### src/rtl/idex_elastic_stage_pkg.sv
// Shared constants for the ID->EX elastic stage: side-band width and the field offsets
// of the side-band above the lane payload in each storage word.
package idex_elastic_stage_pkg;

  localparam int IDEX_SIDE_W  = 34;
  localparam int IDEX_DS_OFF  = 0;
  localparam int IDEX_EXC_OFF = 1;
  localparam int IDEX_PC_OFF  = 2;

endpackage

### src/rtl/idex_ptr_ctr.sv
// Wrap-around queue pointer: increments modulo 2**PTR_W, synchronous clear wins over inc.
module idex_ptr_ctr #(
  parameter int PTR_W = 1
) (
  input  logic             clk,
  input  logic             reset,
  input  logic             clr,
  input  logic             inc,
  output logic [PTR_W-1:0] ptr
);

  always_ff @(posedge clk or negedge reset) begin
    if (!reset) begin
      ptr <= '0;
    end else if (clr) begin
      ptr <= '0;
    end else if (inc) begin
      ptr <= ptr + 1'b1;
    end
  end

endmodule

### src/rtl/idex_elastic_stage.sv
// ID->EX elastic queue: DEPTH entries of LANES decoded lanes plus pc/exc/delay-slot side-band.
// Optional IDEX_PERF_CNT_EN adds saturating stall and bubble counters.
module idex_elastic_stage
  import idex_elastic_stage_pkg::*;
#(
  parameter  int LANE_W = 32,
  parameter  int LANES  = 1,
  parameter  int DEPTH  = 2,
  localparam int PTR_W  = $clog2(DEPTH)
) (
  input  logic                    clk,
  input  logic                    reset,
  input  logic                    in_valid,
  output logic                    in_ready,
  input  logic [LANES*LANE_W-1:0] in_payload,
  input  logic [31:0]             in_pc,
  input  logic                    in_exc,
  input  logic                    in_delay_slot,
  input  logic                    nullify,
  input  logic                    irq_kill,
  input  logic                    flush,
  input  logic                    kill_head,
  output logic                    out_valid,
  input  logic                    out_ready,
  output logic [LANES*LANE_W-1:0] out_payload,
  output logic [31:0]             out_pc,
  output logic                    out_exc,
  output logic                    out_delay_slot,
  output logic [PTR_W:0]          occupancy
`ifdef IDEX_PERF_CNT_EN
  ,
  output logic [31:0]             perf_stall,
  output logic [31:0]             perf_bubble
`endif
);

  localparam int PAY_W  = LANES * LANE_W;
  localparam int WORD_W = PAY_W + IDEX_SIDE_W;
  localparam logic [PTR_W:0] FULL_CNT = (PTR_W+1)'(DEPTH);

  logic [WORD_W-1:0] mem [DEPTH];
  logic [WORD_W-1:0] in_word, head_word, hold_word, out_word;
  logic [PTR_W-1:0]  head, tail;
  logic [PTR_W:0]    count;
  logic              nonempty, enq, deq, head_adv;

  assign nonempty  = (count != '0);
  assign in_ready  = (count != FULL_CNT);
  assign enq       = in_valid & in_ready & ~nullify & ~irq_kill & ~flush;
  assign out_valid = nonempty & ~flush & ~kill_head;
  assign deq       = out_valid & out_ready;
  assign head_adv  = deq | (kill_head & ~flush & nonempty);
  assign occupancy = count;

  idex_ptr_ctr #(.PTR_W(PTR_W)) u_head (
    .clk   (clk),
    .reset (reset),
    .clr   (flush),
    .inc   (head_adv),
    .ptr   (head)
  );

  idex_ptr_ctr #(.PTR_W(PTR_W)) u_tail (
    .clk   (clk),
    .reset (reset),
    .clr   (flush),
    .inc   (enq),
    .ptr   (tail)
  );

  always_ff @(posedge clk or negedge reset) begin
    if (!reset) begin
      count <= '0;
    end else if (flush) begin
      count <= '0;
    end else begin
      count <= count + (PTR_W+1)'(enq) - (PTR_W+1)'(head_adv);
    end
  end

  always_comb begin
    in_word                           = '0;
    in_word[PAY_W-1:0]                = in_payload;
    in_word[PAY_W+IDEX_DS_OFF]        = in_delay_slot;
    in_word[PAY_W+IDEX_EXC_OFF]       = in_exc;
    in_word[PAY_W+IDEX_PC_OFF +: 32]  = in_pc;
  end

  // ---- enqueue boundary: storage is data only, no reset ----
  always_ff @(posedge clk) begin
    if (enq) begin
      mem[tail] <= in_word;
    end
  end

  assign head_word = mem[head];

  // The slot behind a departing head is stale, so an empty queue shows the last departed entry.
  always_ff @(posedge clk or negedge reset) begin
    if (!reset) begin
      hold_word <= '0;
    end else if (head_adv) begin
      hold_word <= head_word;
    end
  end

  assign out_word       = nonempty ? head_word : hold_word;
  assign out_payload    = out_word[PAY_W-1:0];
  assign out_delay_slot = out_word[PAY_W+IDEX_DS_OFF];
  assign out_exc        = out_word[PAY_W+IDEX_EXC_OFF];
  assign out_pc         = out_word[PAY_W+IDEX_PC_OFF +: 32];

`ifdef IDEX_PERF_CNT_EN
  function automatic logic [31:0] sat_inc(input logic [31:0] v);
    return (v == 32'hFFFF_FFFF) ? v : v + 32'd1;
  endfunction

  always_ff @(posedge clk or negedge reset) begin
    if (!reset) begin
      perf_stall  <= '0;
      perf_bubble <= '0;
    end else begin
      if (in_valid & ~in_ready) perf_stall <= sat_inc(perf_stall);
      if (~out_valid & out_ready) perf_bubble <= sat_inc(perf_bubble);
    end
  end
`endif

endmodule

### config.mk
export PLATFORM = sky130hd
export DESIGN_NAME = idex_elastic_stage
export DESIGN_NICKNAME = d
export VERILOG_FILES = /design/src/rtl/idex_elastic_stage_pkg.sv /design/src/rtl/idex_ptr_ctr.sv /design/src/rtl/idex_elastic_stage.sv
export SDC_FILE = /design/constraint.sdc
export NUM_CORES = 1
export LEC_CHECK = 0
export BUFFER_PORTS_ARGS = -buffer_cell sky130_fd_sc_hd__buf_2
export CAP_MARGIN = 20
export CORE_MARGIN = 2
export CORE_UTILIZATION = 35
export DETAILED_ROUTE_END_ITERATION = 8
export HOLD_SLACK_MARGIN = 0.08
export PLACE_DENSITY = 0.65
export SETUP_SLACK_MARGIN = 0.02
export SLEW_MARGIN = 5
export SYNTH_ARGS = -nofsm -noshare
export SYNTH_HDL_FRONTEND = slang
export SYNTH_HIERARCHICAL = 1
export SYNTH_SLANG_ARGS = --single-unit
### constraint.sdc
create_clock -name clk -period 7.2 [get_ports clk]
set_clock_uncertainty 0.05 [all_clocks]
set_input_delay 0.72 -clock clk [delete_from_list [all_inputs] [get_ports clk]]
set_output_delay 0.72 -clock clk [all_outputs]
set_load 0.02 [all_outputs]
==> results.sh <==
export IMPL_routed_wl_um=16300
export IMPL_synth_adder_area_share_pct=0.306
export IMPL_period_needed_ps=3530
export IMPL_wl_met1_um=7170
export IMPL_ys_warnings_count=6
export IMPL_rsz0062_at_grt="no"
export IMPL_yosysTopAreaCellShare_pct=48.4
export IMPL_mostFrequentLayoutCell="buf_2"
export IMPL_finalInstanceArea_um2=9890
export IMPL_seq_area_frac_synth_pct=69.8
export IMPL_setup_viol=0
export IMPL_crit_required_ps=6430
export IMPL_slew_violations=0
export IMPL_synth_top_family_by_area="multiplexers"
export IMPL_vias=4750
export IMPL_outcome="completed"
export IMPL_start_util_pct=35.9
export IMPL_cp_arrival_ps=2760
export IMPL_final_cell_mix="142 x buf_2, 132 x mux2i_1, 132 x edfxtp_1"
export IMPL_synth_xor_area_share_pct=0.321
export IMPL_post_cts_resized=0
export IMPL_ctsLongestPathBuffers=3
export IMPL_postPlaceCellArea_um2=9180
export IMPL_route_met2_wl_um=8020
export IMPL_min_period_over_period_pct=49.1
export IMPL_syn_area_um2=8180
export IMPL_post_synth_cell_area_avg_um2=14.0
export IMPL_cts_sinks=202
export IMPL_fp_dieW_um=157
export IMPL_cts_tree="built"
export IMPL_yosys_area_top_type="edfxtp_1"
export IMPL_drive_above_1_share_pct=24.6
export IMPL_setup_tns_ps=0
export IMPL_finalHoldViolations=0
export IMPL_clock_latency_ps=490
export IMPL_avgRoutedWirePerCell_um=15.4
export IMPL_drc=0
export IMPL_ant_nets=0
export IMPL_grt_max_degree=71
export IMPL_cts_root_buf="clkbuf_16"
export IMPL_dr_max_layer_used="met4"
export IMPL_crit_type="reg -> out"
export IMPL_synthMuxAreaShare_pct=16.1
export IMPL_antenna_found_initial=1
export IMPL_grt_ovfl_total=0
export IMPL_htree_levels=1
export IMPL_dr_first_iter_drc_count=225
export IMPL_fillers=2056
export IMPL_ir_worst_vdd_uv=177
export IMPL_first_pass_iters=5
export IMPL_hp_class="in -> async"
export IMPL_synth_compound_gate_area_share_pct=4.04
export IMPL_clkSlewWorstSetupHoldPaths_ps=60
export IMPL_synth_simple_area_share_pct=4.10
export IMPL_grt_pass1_wl_um=24800
export IMPL_cp_start_kind="flip-flop"
export IMPL_grtUsageTotal_pct=13.1
export IMPL_max_slew_worst_pin_slew_ps=1010
export IMPL_rr_worst_depth=5
export IMPL_cts_hold_buf=0
export IMPL_p_leak_nw=3.87
export IMPL_final_nets=804
export IMPL_cts_buffers=22
export IMPL_port_buffers=143
export IMPL_place_hpwl_um=9780
export IMPL_area_growth_syn_to_layout_pct=20.9
export IMPL_cap_violations=0
export IMPL_num_rows=55
export IMPL_synth_seq_cells=202
export IMPL_synth_cells=585
export IMPL_io_pins=144
export IMPL_die_area_um2=24600
export IMPL_critPathCaptureType="output port"
export IMPL_path_max_fanout=67
export IMPL_ys_types=20
export IMPL_vias_per_cell=4.49
export IMPL_route_met3_wl_um=868
export IMPL_powerDensity_nw_per_um2=373
export IMPL_place_congestion=0.707
export IMPL_syn_nets=661
export IMPL_cts_setup_buffers=0
export IMPL_die_h_um=157
export IMPL_grt_pass1_vias=4587
export IMPL_slew_headroom_pct=32.4
export IMPL_ys_top_cells_by_area="edfxtp_1 48%, dfrtp_1 21%, mux2i_1 16%"
export IMPL_clock_fmax_mhz=283
export IMPL_core_area_um2=22800
==> flip-flops by register name (all words and copies together), names as in the netlist <==
signal and cells:
mem 132, hold_word 66, occupancy 2, u_head/ptr 1
u_tail/ptr 1
==> final cells by class <==
cell class,count,area [µm²],share of cell area [%]
Antenna cell,1,2.50,0.0253
Clock buffer,34,637,6.44
Clock inverter,6,52.6,0.531
Inverter,68,255,2.58
Multi-Input combinational cell,285,2060,20.8
Sequential cell,202,5720,57.8
Tap cell,313,392,3.96
Timing Repair Buffer,149,776,7.84
==> report_power, final <==
part           leakage, nW  switching [mW]  internal, mW
sequential            1.98           0.106          1.44
combinational         1.55           0.696         0.391
clock                0.337           0.422         0.642
==> routing by layer <==
metal / global-route usage (%) / vias up
li1: - / 2325
met3: 2.95 / 22
met4: 3.32 / 0
met2: 22.5 / 121
met5: 0 / -
met1: 16.7 / 2282
==> critical path: stages, from the launching register on <==
cell and delay, ps:
dfrtp_1 420, or2_4 600, buf_4 680, nor2_1 80, a21oi_1 240, buf_2 220
==> kinds of logic (layout without fill, tap and decap cells) <==
group / count (synthesis) / in the layout
flip-flops: 202 / 202
multiplexers: 132 / 132
buffers and inverters: 98 / 257
AND/OR/NAND/NOR: 82 / 82
AO/OA/AOI/OAI: 66 / 66
XOR/XNOR: 3 / 3
adder cells (fa/ha/maj): 2 / 2
other: 0 / 1
==> Yosys cell counts <==
| cell type | count |
|---|---|
| nor2b_1 | 1 |
| buf_2 | 14 |
| mux2i_1 | 132 |
| and4b_1 | 1 |
| xnor2_1 | 2 |
| xor2_1 | 1 |
| and2_1 | 2 |
| buf_4 | 6 |
| edfxtp_1 | 132 |
| dfrtp_1 | 70 |
| clkbuf_1 | 7 |
| nor3_2 | 1 |
| a21oi_1 | 66 |
| buf_6 | 3 |
| nand2b_1 | 1 |
| nor3_1 | 2 |
| inv_1 | 68 |
| or2_1 | 1 |
| ha_1 | 2 |
| nor2_1 | 73 |
==> per-stage QoR <==
step                util (%)  setup slack [ps]  hold WS, ps  power, mW  std cells
floorplan                  -              2800          374       2.31        585
global placement        40.3              4160          455       2.64       1016
detailed placement      40.3              4130          460       2.66       1016
CTS                     43.3              3590          337       3.75       1056
global route            43.4              3480          185       3.91       1057
finish                  43.4              3670          157       3.69       1058
==> worst paths after layout <==
check	slack (ps)	start	to
worst max-delay path	3670	occupancy[1]	out_pc[24]
worst min-delay path	160	reset	hold_word[30]
worst max register to register	4820	occupancy[1]	hold_word[32]
worst min register to register	470	hold_word[59]	hold_word[59]
max in group asynchronous	6350	reset	u_head/ptr
min in group clk	360	in_pc[31]	mem[1][65]
Power figures use the tool's default switching activity.
